===== src/rtl/vend_ctrl_multi.sv =====
// Multi-item vending controller: saturating coin credit, per-item stock with restock, unit-wise
// change payout. Define VEND_TIMEOUT_EN to refund idle credit after TIMEOUT_CYC cycles.
module vend_ctrl_multi #(
    parameter int unsigned ITEM_N = 4,
    parameter int unsigned UNIT_W = 6,
    parameter logic [ITEM_N*UNIT_W-1:0] PRICES = {ITEM_N{UNIT_W'(3)}},
    parameter int unsigned STOCK_W = 4,
    parameter logic [STOCK_W-1:0] INIT_STOCK = STOCK_W'(8),
    parameter int unsigned TIMEOUT_CYC = 1000,
    localparam int unsigned ISEL_W = (ITEM_N > 1) ? $clog2(ITEM_N) : 1
) (
    input  logic               clk,
    input  logic               rst,
    input  logic               coin_valid,
    input  logic [1:0]         coin,
    input  logic               sel_valid,
    input  logic [ISEL_W-1:0]  sel,
    input  logic               cancel,
    input  logic               restock,
    input  logic [ISEL_W-1:0]  restock_item,
    input  logic [STOCK_W-1:0] restock_qty,
    input  logic               change_ready,
    output logic               coin_reject,
    output logic               dispense,
    output logic [ISEL_W-1:0]  dispense_item,
    output logic [1:0]         sel_err,
    output logic               change_valid,
    output logic [UNIT_W-1:0]  credit,
    output logic               busy,
    output logic               timeout_evt
);

    typedef enum logic [1:0] {StIdle, StCredit, StDispense, StChange} state_e;

    state_e             state;
    logic [STOCK_W-1:0] stock     [ITEM_N];
    logic [STOCK_W-1:0] stock_nxt [ITEM_N];

    logic               waiting;
    logic               do_cancel;
    logic               sel_in_range;
    logic               sel_ok;
    logic               take;
    logic               restock_in_range;
    logic [STOCK_W-1:0] sel_stock;
    logic [UNIT_W-1:0]  sel_price;
    logic [UNIT_W:0]    coin_units;
    logic [UNIT_W:0]    coin_sum;
    logic               coin_ok;
    logic               tmo_hit;

    function automatic logic [STOCK_W-1:0] sat_add(input logic [STOCK_W-1:0] a,
                                                   input logic [STOCK_W-1:0] b);
        logic [STOCK_W:0] s;
        s = {1'b0, a} + {1'b0, b};
        return s[STOCK_W] ? '1 : s[STOCK_W-1:0];
    endfunction

    assign waiting          = (state == StIdle) || (state == StCredit);
    // Cancel only wins priority when there is credit to return; otherwise it is ignored.
    assign do_cancel        = waiting && cancel && (credit != '0);
    assign sel_in_range     = 32'(sel) < ITEM_N;
    assign restock_in_range = 32'(restock_item) < ITEM_N;
    assign sel_stock        = sel_in_range ? stock[sel] : '0;
    assign sel_price        = sel_in_range ? PRICES[32'(sel)*UNIT_W +: UNIT_W] : '0;
    assign sel_ok           = sel_in_range && (sel_stock != '0) && (credit >= sel_price);
    assign take             = waiting && !do_cancel && sel_valid && sel_ok;

    always_comb begin
        case (coin)
            2'b01:   coin_units = (UNIT_W+1)'(1);
            2'b10:   coin_units = (UNIT_W+1)'(2);
            2'b11:   coin_units = (UNIT_W+1)'(4);
            default: coin_units = '0;
        endcase
    end

    assign coin_sum = {1'b0, credit} + coin_units;
    assign coin_ok  = (coin_units != '0) && !coin_sum[UNIT_W];

    // Restock saturates first, then a same-cycle dispense of that item takes one away.
    always_comb begin
        for (int i = 0; i < ITEM_N; i++) begin
            stock_nxt[i] = stock[i];
            if (restock && restock_in_range && restock_item == ISEL_W'(i)) begin
                stock_nxt[i] = sat_add(stock[i], restock_qty);
            end
            if (take && sel == ISEL_W'(i)) begin
                stock_nxt[i] = stock_nxt[i] - STOCK_W'(1);
            end
        end
    end

    always_ff @(posedge clk) begin
        if (!rst) begin
            for (int i = 0; i < ITEM_N; i++) stock[i] <= INIT_STOCK;
        end else begin
            stock <= stock_nxt;
        end
    end

`ifdef VEND_TIMEOUT_EN
    localparam int unsigned TMO_W = $clog2(TIMEOUT_CYC + 1);
    logic [TMO_W-1:0] tmo_cnt;

    assign tmo_hit = (state == StCredit) && !coin_valid && !sel_valid &&
                     (tmo_cnt == TMO_W'(TIMEOUT_CYC - 1));

    always_ff @(posedge clk) begin
        if (!rst || state != StCredit || coin_valid || sel_valid || tmo_hit) begin
            tmo_cnt <= '0;
        end else begin
            tmo_cnt <= tmo_cnt + TMO_W'(1);
        end
    end
`else
    assign tmo_hit = 1'b0;
`endif

    always_ff @(posedge clk) begin
        if (!rst) begin
            state         <= StIdle;
            credit        <= '0;
            coin_reject   <= 1'b0;
            dispense      <= 1'b0;
            dispense_item <= '0;
            sel_err       <= '0;
            change_valid  <= 1'b0;
            busy          <= 1'b0;
            timeout_evt   <= 1'b0;
        end else begin
            coin_reject <= 1'b0;
            dispense    <= 1'b0;
            sel_err     <= '0;
            timeout_evt <= 1'b0;
            case (state)
                StIdle, StCredit: begin
                    if (do_cancel) begin
                        state        <= StChange;
                        change_valid <= 1'b1;
                        busy         <= 1'b1;
                        coin_reject  <= coin_valid;
                    end else if (sel_valid) begin
                        coin_reject <= coin_valid;
                        if (!sel_in_range) begin
                            sel_err <= 2'b11;
                        end else if (sel_stock == '0) begin
                            sel_err <= 2'b10;
                        end else if (credit < sel_price) begin
                            sel_err <= 2'b01;
                        end else begin
                            credit        <= credit - sel_price;
                            state         <= StDispense;
                            dispense      <= 1'b1;
                            dispense_item <= sel;
                            busy          <= 1'b1;
                        end
                    end else if (coin_valid) begin
                        if (coin_ok) begin
                            credit <= coin_sum[UNIT_W-1:0];
                            state  <= StCredit;
                        end else begin
                            coin_reject <= 1'b1;
                        end
                    end else if (tmo_hit) begin
                        state        <= StChange;
                        change_valid <= 1'b1;
                        busy         <= 1'b1;
                        timeout_evt  <= 1'b1;
                    end
                end
                StDispense: begin
                    coin_reject <= coin_valid;
                    if (credit != '0) begin
                        state        <= StChange;
                        change_valid <= 1'b1;
                    end else begin
                        state <= StIdle;
                        busy  <= 1'b0;
                    end
                end
                StChange: begin
                    coin_reject <= coin_valid;
                    if (change_ready) begin
                        credit <= credit - UNIT_W'(1);
                        if (credit == UNIT_W'(1)) begin
                            state        <= StIdle;
                            change_valid <= 1'b0;
                            busy         <= 1'b0;
                        end
                    end
                end
                default: state <= StIdle;
            endcase
        end
    end

endmodule


===== config.mk =====
export PLATFORM = sky130hd
export DESIGN_NAME = vend_ctrl_multi
export DESIGN_NICKNAME = d
export VERILOG_FILES = /design/src/rtl/vend_ctrl_multi.sv
export SDC_FILE = /design/constraint.sdc
export NUM_CORES = 1
export LEC_CHECK = 0
export BUFFER_PORTS_ARGS = -buffer_cell sky130_fd_sc_hd__clkbuf_2
export CAP_MARGIN = 30
export CELL_PAD_IN_SITES_DETAIL_PLACEMENT = 1
export CELL_PAD_IN_SITES_GLOBAL_PLACEMENT = 2
export CORE_MARGIN = 3
export CORE_UTILIZATION = 34
export DETAILED_ROUTE_END_ITERATION = 16
export PLACE_DENSITY = 0.9
export SYNTH_ARGS = -nofsm -noshare
export SYNTH_HDL_FRONTEND = slang
export SYNTH_SLANG_ARGS = --single-unit

===== constraint.sdc =====
create_clock -name clk -period 7.2 [get_ports clk]
set_clock_uncertainty 0.2 [all_clocks]
set_input_delay 0.36 -clock clk [delete_from_list [all_inputs] [get_ports clk]]
set_output_delay 0.36 -clock clk [all_outputs]
set_load 0.1 [all_outputs]

# After elaboration in Yosys (flattened, before gate mapping)
# Cells that the tools add are included.
[word_totals] regBits=32 out_inout_bits=15 wordCells=154
[op_classes] addsub=11 n_mul=1 order_cmp=3 n_eq_ne=30 shifts=1 n_mux=53 bitwise=7 n_reduce_logical=35
[op_table] cell="$mux 4" n=14
[op_table] cell="$mux 6" n=7
[op_table] cell="$shiftx 24x6->6 const A" n=1
[op_table] cell="$ne 3x3->1 const B" n=7
[op_table] cell="$add 4x4->5" n=4
[op_table] cell="$mux 2" n=10
[op_table] cell="$eq 2x2->1 const B" n=8
[op_table] cell="$ne 4x4->1 const B" n=4
[op_table] cell="$sub 4x1->4 const B" n=4
[op_table] cell="$logic_and 1x1->1" n=15
[op_table] cell="$mux 1" n=15
[op_table] cell="$ne 2x2->1 const B" n=6
[op_table] cell="$pmux 6 s2" n=1
[op_table] cell="$reduce_and 6->1" n=2
[op_table] cell="$pmux 3 s3" n=1
[op_table] cell="$bmux 4 s2" n=1
[op_table] cell="$eq 2x1->1 const B" n=4
[op_table] cell="$add 6x3->7" n=1
[op_table] cell="$reduce_and 7->1" n=1
[op_table] cell="$reduce_bool 7->1" n=1
[op_table] cell="$eq 6x1->1 const B" n=1
[op_table] cell="$ge 6x6->1" n=1
[op_table] cell="$logic_not 2->1" n=3
[op_table] cell="$lt 6x6->1" n=1
[op_table] cell="20 further kinds" n=28

# Longest topological paths before layout
[depth] ltp_word=10 ltp_mapped=11

# Worst setup path before layout
# OpenSTA, ideal clock, no wires.
[synth_timing] path_kind="flip-flop to flip-flop" start="register credit[1]" end="register credit[3]" arrival_time_ps=2867 path_slack_ps=4019 path_stages_with_launch=9 synth_period_minus_slack_ps=3181 path_cell_list="dfxtp_1 inv_1 fa_1 nor2b_1 o2111ai_1 a21oi_1 a22oi_4 and3_1 o21a_1"
[synth_between] elab_chain_len=6 word_cells_on_any_way=20
[synth_rtl] element="start, declared" line="28" source="output logic [UNIT_W-1:0] credit,"
[synth_rtl] element="start signal, assigned" line="152" source="credit <= credit - sel_price;"
[synth_rtl] element="start signal, assigned" line="160" source="credit <= coin_sum[UNIT_W-1:0];"
[synth_rtl] element="start signal, assigned" line="185" source="credit <= credit - UNIT_W'(1);"
[synth_rtl] element="$add 6x3->7 or $sub 6x6->6 (tied branches)" line="78, 152"
[synth_rtl] element="$mux 6 (on tied branches)" line="159, 149"
[synth_rtl] element="$mux 6 (on tied branches)" line="158, 147"
[synth_rtl] element="$mux 6" line="143" source="end else if (sel_valid) begin"
[synth_rtl] element="$mux 6" line="138" source="if (do_cancel) begin"
[synth_rtl] element="$pmux 6 s2" line="136" source="case (state)"
# Several ways; a longest one is shown, not always the timed one. The select of a mux whose other input is x is not followed.
# A chain may end at the register's enable or synchronous reset.

# Worst setup path after layout
[layout_timing] start="register credit[0]" end="register credit[3]"
# Same word-level chain as after synthesis.

==> implementation parameters <==
Parameter                              Value

Outcome
  Result of the run ... finished, final reports clean

Power
  Design Power ... 0.945 mW
  Static leakage ... 1.26 nW
  Pwr per Cell Area ... 314 nW/µm²
  VDD IR max ... 224 µV

Worst setup path
  Critical path endpoint ... credit[3]
  Ordered cell list for the critical path ... ha_1, inv_1, fa_1, nor2b_1, o2111ai_1, a21oi_1, a22oi_4, and3_1, o21a_1
  Largest driver fanout on the critical path ... 9
  Slowest cell on the critical path ... sky130_fd_sc_hd__dfxtp_1
  Setup slack, reg-to-reg ... 4.59 ns
  Required time worst endpoint ... 7.19 ns
  Critical path's largest stage delay ... 0.41 ns
  Worst r2r path cells ... 9
  Worst setup path start ... credit[0]
  WP data arrival ... 2.60 ns
  Setup crit start kind ... flip-flop
  Startpoint of the worst-slack reg-to-reg timing path ... credit[0]
  Type of the setup path with the least slack ... flip-flop to flip-flop
  Worst R2R End ... credit[3]
  Sort of element at the end of the critical path ... flip-flop

Clock network
  Quantity of gates resized following cts ... 0
  Root Buffer Master ... sky130_fd_sc_hd__clkbuf_8
  Worst-skew pair later-pin latency ... 0.29 ns
  Clock tree from TritonCTS ... yes
  Postcts setup bufs ... 0
  Buffer depth of the longest clock path ... 2
  Number of sinks on the clock net ... 32
  CTS H-tree lvls ... 2
  CTS clock-pin slew for the worst setup and hold paths ... 0.08 ns
  CTS Buf Count ... 5
  CTS Hold Buffers Added ... 0

Logic synthesis
  Synthesized flop and latch total ... 32
  Top FF cell, synth ... sky130_fd_sc_hd__dfxtp_1
  Leading post-synthesis cells by instance count ... 32 x sky130_fd_sc_hd__dfxtp_1, 29 x sky130_fd_sc_hd__nor2_1, 27 x sky130_fd_sc_hd__ha_1, 25 x sky130_fd_sc_hd__inv_1, 23 x sky130_fd_sc_hd__nand2_1
  Most repeated cell in the gate-level netlist after synthesis ... sky130_fd_sc_hd__dfxtp_1
  EDFF count, synth ... 0
  Synthesized area per cell ... 8.21 µm²
  Largest cells by area after synthesis ... sky130_fd_sc_hd__dfxtp_1 24%, sky130_fd_sc_hd__ha_1 13%, sky130_fd_sc_hd__mux2i_1 5.2%
  Post-synth net total ... 377
  Top-area cell type share of the netlist area ... 23.8%
  Combined area of all synthesized cells ... 2690 µm²
  Cell variety after synth ... 51
  Post-synthesis async set-or-reset flop share ... 0%
  Synthesized netlist cell count ... 328
  Yosys warnings ... 0
  Cell type with the largest total area after synthesis ... sky130_fd_sc_hd__dfxtp_1
  Sequential area share after synthesis ... 23.8%

Flow run
  Max_cap viols ... 0

Timing
  Minimum clock period after layout ... 2.61 ns
  Final hold viol count ... 0
  Upper clock frequency limit ... 383 MHz
  Final number of setup-violating endpoints ... 0
  Slew Limit Headroom ... 41.1%
  Final max-slew violation count ... 0
  Post-route setup TNS ... 0 ns
  Unrepaired setup endpoints after global routing ... no
  Pin slew with the least headroom to its limit ... 0.882 ns
  Share of the clock period used by the worst path ... 36.3%

Detailed routing
  Detailed-routing iteration count for the pre-antenna-repair pass ... 4
  Number of nets with antenna violations after detailed routing ... 0
  Final wirelength ... 7000 µm
  Post-DR vias/cell ... 5.35
  Vias post-DR ... 2432
  Iter 0 DRT Violations ... 122
  # DRC ... 0
  Post-DR wirelength/cell ... 15.4 µm

Cells and area
  ANT cells ... 0
  Number of cells in the finished layout apart from fillers ... 455
  Post-synthesis to final-layout area growth ... 11.8%
  Fraction of layout cells with a size suffix above 1 ... 14.6%
  Final cell utilization of the core ... 40.4%
  Final layout net count ... 404

Placed design
  Routability congestion estimate ... 0.800
  Sum of net half-perimeters after detailed placement ... 5600 µm
  Placed instance count ... 447
  Port-buffer cells ... 30

Floorplanning
  Area of the die ... 9020 µm²
  Die span in x ... 95.0 µm
  Cell row count ... 31
  Die height ... 95.0 µm
  Core Region ... 7450 µm²
  Top Ports ... 32
  Starting density of the core ... 36.2%

Global route
  Number of antenna violations at the first check in global routing ... 0
  Global-route wire length before repair ... 11800 µm
  Pin count of the biggest net entering global routing ... 30
  Overall routing resource usage ... 16.6%
  Via count of the first global-routing pass ... 2533
  Remaining global-route overflow ... 0

Min path
  Hold Crit Class ... primary input to flip-flop
## routing by layer
metal	share of wire (%)	vias to the layer above	track usage, %
li1	-	1219	-
met1	48	1175	21.5
met4	1.4	0	5.41
met5	0	-	0
met2	49	26	28.1
met3	1.8	12	2.47
## registers in the layout, summed over array words and instances, names as in the netlist
| name | count |
|---|---|
| stock | 16 |
| credit | 6 |
| dispense_item | 2 |
| sel_err | 2 |
| state | 2 |
| busy | 1 |
| change_valid | 1 |
| coin_reject | 1 |
| dispense | 1 |
## layout by cell type, fill, tap and decap left out, types with 3 or more instances in the layout
| master | Yosys | layout |
|---|---|---|
| sky130_fd_sc_hd__dfxtp_1 | 32 | 32 |
| sky130_fd_sc_hd__clkbuf_2 | 0 | 30 |
| sky130_fd_sc_hd__nor2_1 | 29 | 29 |
| sky130_fd_sc_hd__ha_1 | 27 | 27 |
| sky130_fd_sc_hd__inv_1 | 25 | 25 |
| sky130_fd_sc_hd__nand2_1 | 23 | 23 |
| sky130_fd_sc_hd__a21oi_1 | 17 | 17 |
| sky130_fd_sc_hd__nor2b_1 | 14 | 14 |
| sky130_fd_sc_hd__mux2i_1 | 14 | 14 |
| sky130_fd_sc_hd__o21ai_0 | 11 | 11 |
| sky130_fd_sc_hd__and2_1 | 10 | 10 |
| sky130_fd_sc_hd__a31oi_1 | 10 | 10 |
| sky130_fd_sc_hd__xnor2_1 | 10 | 10 |
| sky130_fd_sc_hd__nand3_1 | 9 | 9 |
| sky130_fd_sc_hd__nand2b_1 | 8 | 8 |
| sky130_fd_sc_hd__nor4_1 | 8 | 8 |
| sky130_fd_sc_hd__nor3_1 | 6 | 6 |
| sky130_fd_sc_hd__a31o_2 | 5 | 5 |
| sky130_fd_sc_hd__o22ai_1 | 5 | 5 |
| sky130_fd_sc_hd__fa_1 | 5 | 5 |
| sky130_fd_sc_hd__clkbuf_8 | 0 | 5 |
| sky130_fd_sc_hd__and3_1 | 4 | 4 |
| sky130_fd_sc_hd__nor3b_1 | 4 | 4 |
| sky130_fd_sc_hd__and3b_1 | 3 | 3 |
| sky130_fd_sc_hd__nand3b_1 | 3 | 3 |
| sky130_fd_sc_hd__xor2_1 | 3 | 3 |
## worst min-delay path by stage
stage	startpoint	to	slack (ns)	cells past startpoint
floorplan	state[0]	state[0]	0.28	1
global placement	busy	busy	0.26	2
global route	coin_valid	coin_reject	0.13	3
detailed placement	change_valid	change_valid	0.28	2
CTS	coin_valid	coin_reject	0.13	3
finish	coin_valid	coin_reject	0.13	3
## power by group
part	internal, mW	total, mW	leakage (nW)	switching, mW
logic	0.164	0.540	0.947	0.376
registers	0.213	0.261	0.262	0.0479
clock network	0.0674	0.144	0.0479	0.0770
## stage by stage
| stage | hold slack (ns) | area [µm²] | setup slack (ns) |
|---|---|---|---|
| after floorplan | 0.282 | 2690 | 4.02 |
| after global placement | 0.261 | 2920 | 4.44 |
| after detailed placement | 0.276 | 2920 | 4.38 |
| after CTS | 0.127 | 3010 | 4.56 |
| after global routing | 0.125 | 3010 | 4.39 |
| final | 0.129 | 3010 | 4.59 |
## area by class of cell
| type | instances | area [µm²] |
|---|---|---|
| Sequential cell | 32 | 641 |
| Multi-Input combinational cell | 261 | 1920 |
| Fill cell | 946 | 4440 |
| Timing Repair Buffer | 30 | 150 |
| Tap cell | 99 | 124 |
| Clock buffer | 5 | 68.8 |
| Inverter | 25 | 93.8 |
| Clock inverter | 3 | 18.8 |
## worst max-delay path: cells and delay by family, from the launching register on
kind | cells | cell delay [ns]
AND/OR/NAND/NOR | 2 | 0.43
buffers and inverters | 1 | 0.06
adder cells (fa/ha/maj) | 2 | 0.58
flip-flops | 1 | 0.41
AO/OA/AOI/OAI | 4 | 0.84
## cell families after synthesis
logic type / after synthesis / share of synthesized area, %
simple gates: 130 / 26.4
flops: 32 / 23.8
other cells: 1 / 0.139
mux: 15 / 5.62
buf+inv: 35 / 5.07
fa+ha+maj: 32 / 16.3
xor+xnor: 13 / 4.23
compound gates: 70 / 18.5
No activity file was read; power rests on OpenSTA's default activity.
